$ cat src/rtl/stack_pkg.sv
// rtl/stack_pkg.sv - opcodes, error codes and per-op depth requirements for the data stack
package stack_pkg;

  localparam logic [3:0] OP_NOP     = 4'd0;
  localparam logic [3:0] OP_PUSH    = 4'd1;
  localparam logic [3:0] OP_DROP    = 4'd2;
  localparam logic [3:0] OP_DUP     = 4'd3;
  localparam logic [3:0] OP_SWAP    = 4'd4;
  localparam logic [3:0] OP_OVER    = 4'd5;
  localparam logic [3:0] OP_NIP     = 4'd6;
  localparam logic [3:0] OP_ROT     = 4'd7;
  localparam logic [3:0] OP_REPLACE = 4'd8;
  localparam logic [3:0] OP_BINOP   = 4'd9;

  localparam logic [1:0] ERR_NONE  = 2'b00;
  localparam logic [1:0] ERR_UNDER = 2'b01;
  localparam logic [1:0] ERR_OVER  = 2'b10;

  // need = minimum depth; grow/shrink encode a depth delta of +1/-1
  typedef struct packed {
    logic [1:0] need;
    logic       grow;
    logic       shrink;
  } op_info_t;

  function automatic op_info_t op_info(input logic [3:0] op);
    op_info_t r;
    r = '0;
    case (op)
      OP_PUSH:    r.grow = 1'b1;
      OP_DROP:    begin r.need = 2'd1; r.shrink = 1'b1; end
      OP_DUP:     begin r.need = 2'd1; r.grow = 1'b1; end
      OP_SWAP:    r.need = 2'd2;
      OP_OVER:    begin r.need = 2'd2; r.grow = 1'b1; end
      OP_NIP:     begin r.need = 2'd2; r.shrink = 1'b1; end
      OP_ROT:     r.need = 2'd3;
      OP_REPLACE: r.need = 2'd1;
      OP_BINOP:   begin r.need = 2'd2; r.shrink = 1'b1; end
      default:    r = '0;
    endcase
    return r;
  endfunction

endpackage

$ cat src/rtl/stack_spill_ram.sv
// rtl/stack_spill_ram.sv - spill storage for cells below the three register cells
module stack_spill_ram #(
  parameter int WIDTH = 16,
  parameter int CELLS = 17,
  parameter int AW    = 5
) (
  input  logic             clk,
  input  logic             we,
  input  logic [AW-1:0]    waddr,
  input  logic [WIDTH-1:0] wdata,
  input  logic [AW-1:0]    raddr,
  output logic [WIDTH-1:0] rdata
);

  logic [WIDTH-1:0] mem [CELLS];

  always_ff @(posedge clk) begin
    if (we) begin
      mem[waddr] <= wdata;
    end
  end

  assign rdata = mem[raddr];

endmodule

$ cat src/rtl/data_stack_unit.sv
// rtl/data_stack_unit.sv - Forth data stack: three register cells, spill RAM, depth and sticky error
module data_stack_unit
  import stack_pkg::*;
#(
  parameter  int WIDTH = 16,
  parameter  int DEPTH = 20,
  localparam int DW    = $clog2(DEPTH + 1)
) (
  input  logic             i_clk,
  input  logic             i_reset_n,
  input  logic             i_valid,
  input  logic [3:0]       i_op,
  input  logic [WIDTH-1:0] i_data,
  input  logic             i_clr_err,
  output logic [WIDTH-1:0] o_tos,
  output logic [WIDTH-1:0] o_nos,
  output logic [WIDTH-1:0] o_3os,
  output logic [DW-1:0]    o_depth,
  output logic             o_empty,
  output logic             o_full,
  output logic             o_err,
  output logic [1:0]       o_err_code
);

  localparam int SPILL = DEPTH - 3;
  localparam int AW    = (SPILL > 1) ? $clog2(SPILL) : 1;

  logic [WIDTH-1:0] a, b, c;
  logic [DW-1:0]    depth;
  logic             err;
  logic [1:0]       err_code;

  op_info_t         info;
  logic             under, over, exec, refill, spill_we;
  logic [WIDTH-1:0] spill_rd;
  logic [DW-1:0]    waddr_full, raddr_full;

  assign info   = op_info(i_op);
  assign under  = depth < DW'(info.need);
  assign over   = info.grow && (depth == DW'(DEPTH));
  assign exec   = i_valid && !under && !over;
  // C only reloads when a real cell sits in the spill area
  assign refill = depth > DW'(3);

  assign spill_we   = exec && info.grow && (depth >= DW'(3));
  assign waddr_full = depth - DW'(3);
  assign raddr_full = depth - DW'(4);

  stack_spill_ram #(
    .WIDTH(WIDTH),
    .CELLS(SPILL),
    .AW   (AW)
  ) u_spill (
    .clk  (i_clk),
    .we   (spill_we),
    .waddr(waddr_full[AW-1:0]),
    .wdata(c),
    .raddr(raddr_full[AW-1:0]),
    .rdata(spill_rd)
  );

  always_ff @(posedge i_clk) begin
    if (!i_reset_n) begin
      a        <= '0;
      b        <= '0;
      c        <= '0;
      depth    <= '0;
      err      <= 1'b0;
      err_code <= ERR_NONE;
    end else begin
      if (exec) begin
        case (i_op)
          OP_PUSH:    begin a <= i_data; b <= a; c <= b; end
          OP_DROP:    begin a <= b; b <= c; if (refill) c <= spill_rd; end
          OP_DUP:     begin b <= a; c <= b; end
          OP_SWAP:    begin a <= b; b <= a; end
          OP_OVER:    begin a <= b; b <= a; c <= b; end
          OP_NIP:     begin b <= c; if (refill) c <= spill_rd; end
          OP_ROT:     begin a <= c; b <= a; c <= b; end
          OP_REPLACE: a <= i_data;
          OP_BINOP:   begin a <= i_data; b <= c; if (refill) c <= spill_rd; end
          default:    ;
        endcase
        if (info.grow) begin
          depth <= depth + DW'(1);
        end else if (info.shrink) begin
          depth <= depth - DW'(1);
        end
      end

      if (i_clr_err) begin
        err      <= 1'b0;
        err_code <= ERR_NONE;
      end
      // a new error outranks a same-cycle clear; otherwise the first code is kept
      if (i_valid && (under || over)) begin
        err <= 1'b1;
        if (err_code == ERR_NONE || i_clr_err) begin
          err_code <= under ? ERR_UNDER : ERR_OVER;
        end
      end
    end
  end

  assign o_tos      = a;
  assign o_nos      = b;
  assign o_3os      = c;
  assign o_depth    = depth;
  assign o_empty    = (depth == '0);
  assign o_full     = (depth == DW'(DEPTH));
  assign o_err      = err;
  assign o_err_code = err_code;

endmodule

$ cat config.mk
export PLATFORM = sky130hd
export DESIGN_NAME = data_stack_unit
export DESIGN_NICKNAME = d
export VERILOG_FILES = /design/src/rtl/stack_pkg.sv /design/src/rtl/stack_spill_ram.sv /design/src/rtl/data_stack_unit.sv
export SDC_FILE = /design/constraint.sdc
export NUM_CORES = 1
export LEC_CHECK = 0
export CAP_MARGIN = 20
export CORE_MARGIN = 2
export CORE_UTILIZATION = 45
export CTS_CLUSTER_SIZE = 25
export DETAILED_ROUTE_END_ITERATION = 10
export HOLD_SLACK_MARGIN = 0.06
export MAX_ROUTING_LAYER = met4
export PLACE_DENSITY = 0.66
export SYNTH_ARGS = -nofsm -noshare
export SYNTH_HDL_FRONTEND = slang
export SYNTH_SLANG_ARGS = --single-unit
$ cat constraint.sdc
create_clock -name i_clk -period 3.88 [get_ports i_clk]
set_input_delay 0.582 -clock i_clk [delete_from_list [all_inputs] [get_ports i_clk]]
set_output_delay 0.582 -clock i_clk [all_outputs]
set_load 0.03 [all_outputs]
; Word level (Yosys, flattened, before mapping)
; Memories as Yosys holds them, arrays and structs flattened.
; Cells that the tools add are included.
[word_totals]
wordCells = 71
mem_bits_rw = 272
output_inout_bits = 58
register_bits = 56
inputBits = 24
n_memories = 1
[classes]
add_sub_neg = 4
order_cmp = 3
eq_ne = 11
muxes = 17
reduce_logical = 29
[mem_list]
columns = name, words, width, rd, rd_clocked_by_memory_dff, write_ports, line
row1 = u_spill.mem, 17, 16, 1, 0, 1, stack_spill_ram.sv:15  ; logic [WIDTH-1:0] mem [CELLS];
[op_table]
columns = op, n
row1 = 16-bit one-hot mux with 2 select lines, 2
row2 = 16-bit one-hot mux with 3 select lines, 1
row3 = "4-bit by 3-bit == test with 1-bit output, second input constant", 4
row4 = 16-bit 2-to-1 mux, 1
row5 = 3-bit OR reduction, 5
row6 = 5-bit 2-to-1 mux, 2
row7 = "4-bit by 2-bit == test with 1-bit output, second input constant", 2
row8 = "4-bit == test, second input constant", 2
row9 = 2-bit 2-to-1 mux, 4
row10 = 2-bit nonzero test, 4
row11 = 4-bit OR reduction, 2
row12 = 1-bit logical AND, 6
row13 = 1-bit 2-to-1 mux, 6
row14 = 2-bit one-hot mux with 3 select lines, 1
row15 = 2-bit AND reduction, 3
row16 = "5-bit by 1-bit adder with 5-bit output, second input constant", 1
row17 = "5-bit == test, second input constant", 1
row18 = "5-bit by 2-bit greater-or-equal comparator with 1-bit output, second input constant", 1
row19 = "5-bit by 2-bit greater-than comparator with 1-bit output, second input constant", 1
row20 = 5-bit logical NOT, 1
row21 = 5-bit by 2-bit < comparator with 1-bit output, 1
row22 = 5-bit OR reduction, 1
row23 = "5-bit by 1-bit subtractor with 5-bit output, second input constant", 1
row24 = "5-bit by 2-bit subtractor with 5-bit output, second input constant", 1
row25 = 8 further kinds, 10

; Depth between registers and ports, before layout
[logic_depth]
depth_word = 11
depth_mapped = 11
depth_no_buf = 9

; Cells and area by module
; From an unflattened synthesis, not the netlist that was laid out.
[unflattened]
hier_cells = 806
area_unflattened_um2 = 13803.2
[modules_own_cells]
columns = mod, cells_per_inst, instances, seq_area_each_um2, area_per_inst_um2
row1 = stack_spill_ram, 458, 1, 8167.8, 10551.4
row2 = data_stack_unit, 348, 1, 1121.1, 3251.9

; Worst setup path after synthesis
; OpenSTA, ideal clock, no wires.
[synth_timing]
path_type = register -> register
start = register depth[3], in the netlist o_depth[3]
end = memory u_spill.mem[8][0], enable pin
arrival_time_ns = 4.008
path_buffers = 1
required_time_ns = 3.450
path_stages_with_launch = 9
period_less_slack_ns = 4.439
setup_slack_ns = -0.559
setup_time_ns = 0.430
cell_sequence = dfxtp_1 clkbuf_1 inv_1 ha_1 and4bb_1 or4b_1 a211oi_2 nand2_1 nor4_1
[synth_via]
elab_chain_len = 8
elab_cells_between_ends = 13
classes_between = add/sub (1) / order compare (2) / eq/ne (1) / mux (2) / reduce/logical (7)
[synth_rtl]
columns = element, line
row1 = "start, declared", data_stack_unit.sv:29  ; logic [DW-1:0] depth;
row2 = "start signal, assigned", data_stack_unit.sv:85  ; depth <= depth + DW'(1);
row3 = "start signal, assigned", data_stack_unit.sv:87  ; depth <= depth - DW'(1);
row4 = 5-bit == test, -
row5 = net o_full, data_stack_unit.sv:20  ; output logic o_full,
row6 = 1-bit logical AND, data_stack_unit.sv:40  ; assign over = info.grow && (depth == DW'(DEPTH));
row7 = 1-bit logical NOT, data_stack_unit.sv:41  ; assign exec = i_valid && !under && !over;
row8 = 1-bit logical AND, data_stack_unit.sv:41
row9 = 1-bit logical AND (2 in series), data_stack_unit.sv:45  ; assign spill_we = exec && info.grow && (depth >= DW'(3));
row10 = 1-bit 2-to-1 mux, stack_spill_ram.sv:18  ; if (we) begin
row11 = 1-bit 2-to-1 mux (not written as such), stack_spill_ram.sv:19  ; mem[waddr] <= wdata;
row12 = "end, declared", stack_spill_ram.sv:15
; The timed path passes the listed nets, and every way through them passes these cells.

; Worst setup path in the final report
[layout_timing]
start = register depth[2], in the netlist o_depth[2]
end = output o_empty
[layout_via]
elab_chain_len = 1
[layout_rtl]
columns = element, line
row1 = 5-bit logical NOT, data_stack_unit.sv:109  ; assign o_empty = (depth == '0);
row2 = "end, declared", data_stack_unit.sv:19  ; output logic o_empty,
; Every way passes these cells.

==> reports/metrics.yaml <==
crit_end: "o_empty"
yosysTopAreaCellShare_pct: 59.6
viasPerCell: 6.00
synth_warnings: 0
startpoint: "o_depth[2]"
area_growth_pct: 19.6
setup_viol: 0
worstSetupEndpointType: "output pin"
netlist_area_sq_um: 13700
synthDistinctLibCells: 57
timing.final.crit_share_pct: 85.1
synth_async_sr_flop_share_pct: 0
grt_pass1_vias: 8022
cts_resized: 0
grt_max_degree: 57
synth-seq-cells: 328
dr.pass1.iters: 5
fin_worst_skew_ns: 0.0119
ys.flop_type: "edfxtp_1"
nFillCells: 2353
worstPathMaxFanout: 20
die_area_sq_um: 31900
clock_path_buffers: 3
p_per_area_nw_per_um2: 511
die_h_um: 179
path_cells: "inv_1, buf_4, ha_1, nor4b_1, clkdlybuf4s50_1"
avgSynthCellArea_sq_um: 15.7
gp_congestion: 0.826
drv_cap: 0
clk_pin_slew_ns: 0.06
r2r-start: "o_depth[3]"
fin_nets: 1018
synth-edff-count: 272
fp-row-count: 63
antenna_found_initial: 0
required_ns: 3.30
status: "completed"
drt-total-wl_mm: 35.1
rsz0062_at_grt: "no"
tns_ns: 0
finalHoldViolCount: 0
vias: 8417
crit_slowest_cell: "clkdlybuf4s50_1"
yosysTopAreaCell: "edfxtp_1"
timing.fmax_mhz: 303
io_pins: 82
syn_inst: 874
start_util_pct: 46.0
place_hpwl_mm: 22.2
antennaDiodeCount: 0
regArea_sq_um: 9300
power_leakage_uw: 0.00551
crit_type: "flop to output pin"
slew_headroom_pct: 39.1
synth_nets: 905
drv_slew: 0
reg2reg_to: "u_spill.mem[13][5]"
cts_hold_buf: 0
finish.utilization_pct: 55.0
multi_input_area_sq_um: 4060
tightest_slew_ns: 0.912
finalCriticalPeriod_ns: 3.30
cp.depth: 5
max_stage_delay_ns: 0.73
root_buffer: "clkbuf_16"
die_x_um: 179
insertion_delay_ns: 0.52
numCtsBuffers: 35
htree_num_levels: 2
port_buffers: 81
cp_num_buf_inv: 3
cp_top_family: "buffers and inverters"
drc_errors: 0
cts_sinks: 328
synth-seq-area-share_pct: 67.7
critPathArrivalTime_ns: 2.72
rrSetupSlack_ns: 0.96
startpoint_type: "flop"
cts_setup_buffers: 0
wl_per_cell_um: 25.0
hold_path.class: "flop to flop"
coreArea_sq_um: 29800
grt_pass1_wl_mm: 51.6
grt_overflow: 0
ir_worst_vdd_mv: 0.304
cts_tree: "built"
drive_gt1_share_pct: 20.3
ff2ff_path_depth: 8
ant_nets: 0
netlist_top_cells_area: "edfxtp_1, mux4_2, dfxtp_1"
gr-usage-all-layers_pct: 22.8
drt_iter0_markers: 781
cells in the mapped netlist (all sizes together), types with 2 or more instances:
cell    count
edfxtp    272
nand2     121
a21oi      76
mux4       64
dfxtp      56
buf        40
a311oi     33
clkbuf     24
o21ai      23
nor2       22
a211oi     20
mux2i      17
a22o       16
o311ai     16
inv        10
nand3      10
and2        6
ha          6
nand2b      5
a211o       4
nor2b       3
nor3        3
a21boi      2
o32a        2
or3         2
or4b        2
xnor2       2
final cells by class:
| class | instances | share of cell area [%] |
|---|---|---|
| Clock buffer | 49 | 5.91 |
| Inverter | 10 | 0.229 |
| Sequential cell | 328 | 56.7 |
| Clock inverter | 15 | 1.07 |
| Multi-Input combinational cell | 472 | 24.8 |
| Timing Repair Buffer | 140 | 8.33 |
| Tap cell | 390 | 2.98 |
placed cells by master (no fill, tap or decap), drive strengths merged, types with 4 or more instances in the layout:
master         count
a21oi             76
ha                 6
nor2              22
edfxtp           272
mux2i             17
nand2            121
mux4              64
dfxtp             56
inv               13
a311oi            33
nand3             10
a211oi            20
clkinv             9
nand2b             5
o21ai             23
clkbuf            49
buf               59
o311ai            16
clkdlybuf4s50     81
and2               6
a22o              16
a211o              4
through the flow:
stage	hold WS [ns]	total power (uW)	worst slack (ns)	std cells	cell area, sq um
after floorplan	0.593	4720	0.0986	874	13700
after global placement	0.459	5130	0.491	1340	15300
after detailed placement	0.496	5140	0.479	1340	15300
after CTS	0.503	8440	0.557	1404	16400
after global routing	0.519	8650	0.493	1404	16400
final	0.491	8380	0.578	1404	16400
where the power goes:
part	total, uW	switching [uW]	leakage [uW]	internal, uW
registers	3980	93.2	0.00316	3890
logic	1090	672	0.00180	415
clock network	3310	1350	0.000553	1970
total	8380	2110	0.00551	6270
cells by family after synthesis:
kind of cell | Yosys count | synth area share, %
AOI/OAI and AO/OA | 200 | 10.9
and+or+nand+nor | 181 | 5.85
adders and majority gates | 7 | 0.693
buffers and inverters | 74 | 2.89
xor gates and xnor gates | 3 | 0.192
muxes | 81 | 11.8
DFF | 328 | 67.7
state kept, by name, indices dropped and copies added (netlist names):
signal       flops
o_err            1
o_err_code       2
o_depth          5
u_spill.mem    272
o_3os           16
o_nos           16
o_tos           16
routing by layer:
| layer | track usage, % | up-vias | part of all wire (%) |
|---|---|---|---|
| met1 | 32.0 | 4307 | 43 |
| met5 | - | - | 0 |
| met2 | 34.7 | 359 | 47 |
| met3 | 3.37 | 59 | 7.5 |
| met4 | 7.45 | 0 | 2.9 |
| li1 | - | 3692 | - |
worst min path at each step:
stage	from	end	cells past startpoint	slack, ns
2_1_floorplan	o_err	o_err	2	0.59
3_3_place_gp	o_err	o_err	2	0.46
3_5_place_dp	o_tos[6]	o_nos[6]	2	0.50
4_1_cts	o_tos[15]	o_nos[15]	2	0.50
5_1_grt	o_err	o_err	2	0.52
6_report	o_err	o_err	2	0.49
worst reg2reg max path, delay by kind of cell, from the launching register on:
| kind | cells | cell delay, ns |
|---|---|---|
| AND/OR/NAND/NOR | 4 | 1.18 |
| buffers and inverters | 2 | 0.42 |
| adder cells (fa/ha/maj) | 1 | 0.23 |
| AO/OA/AOI/OAI | 1 | 0.44 |
| flip-flops | 1 | 0.33 |
No activity file was read; power rests on OpenSTA's default activity.
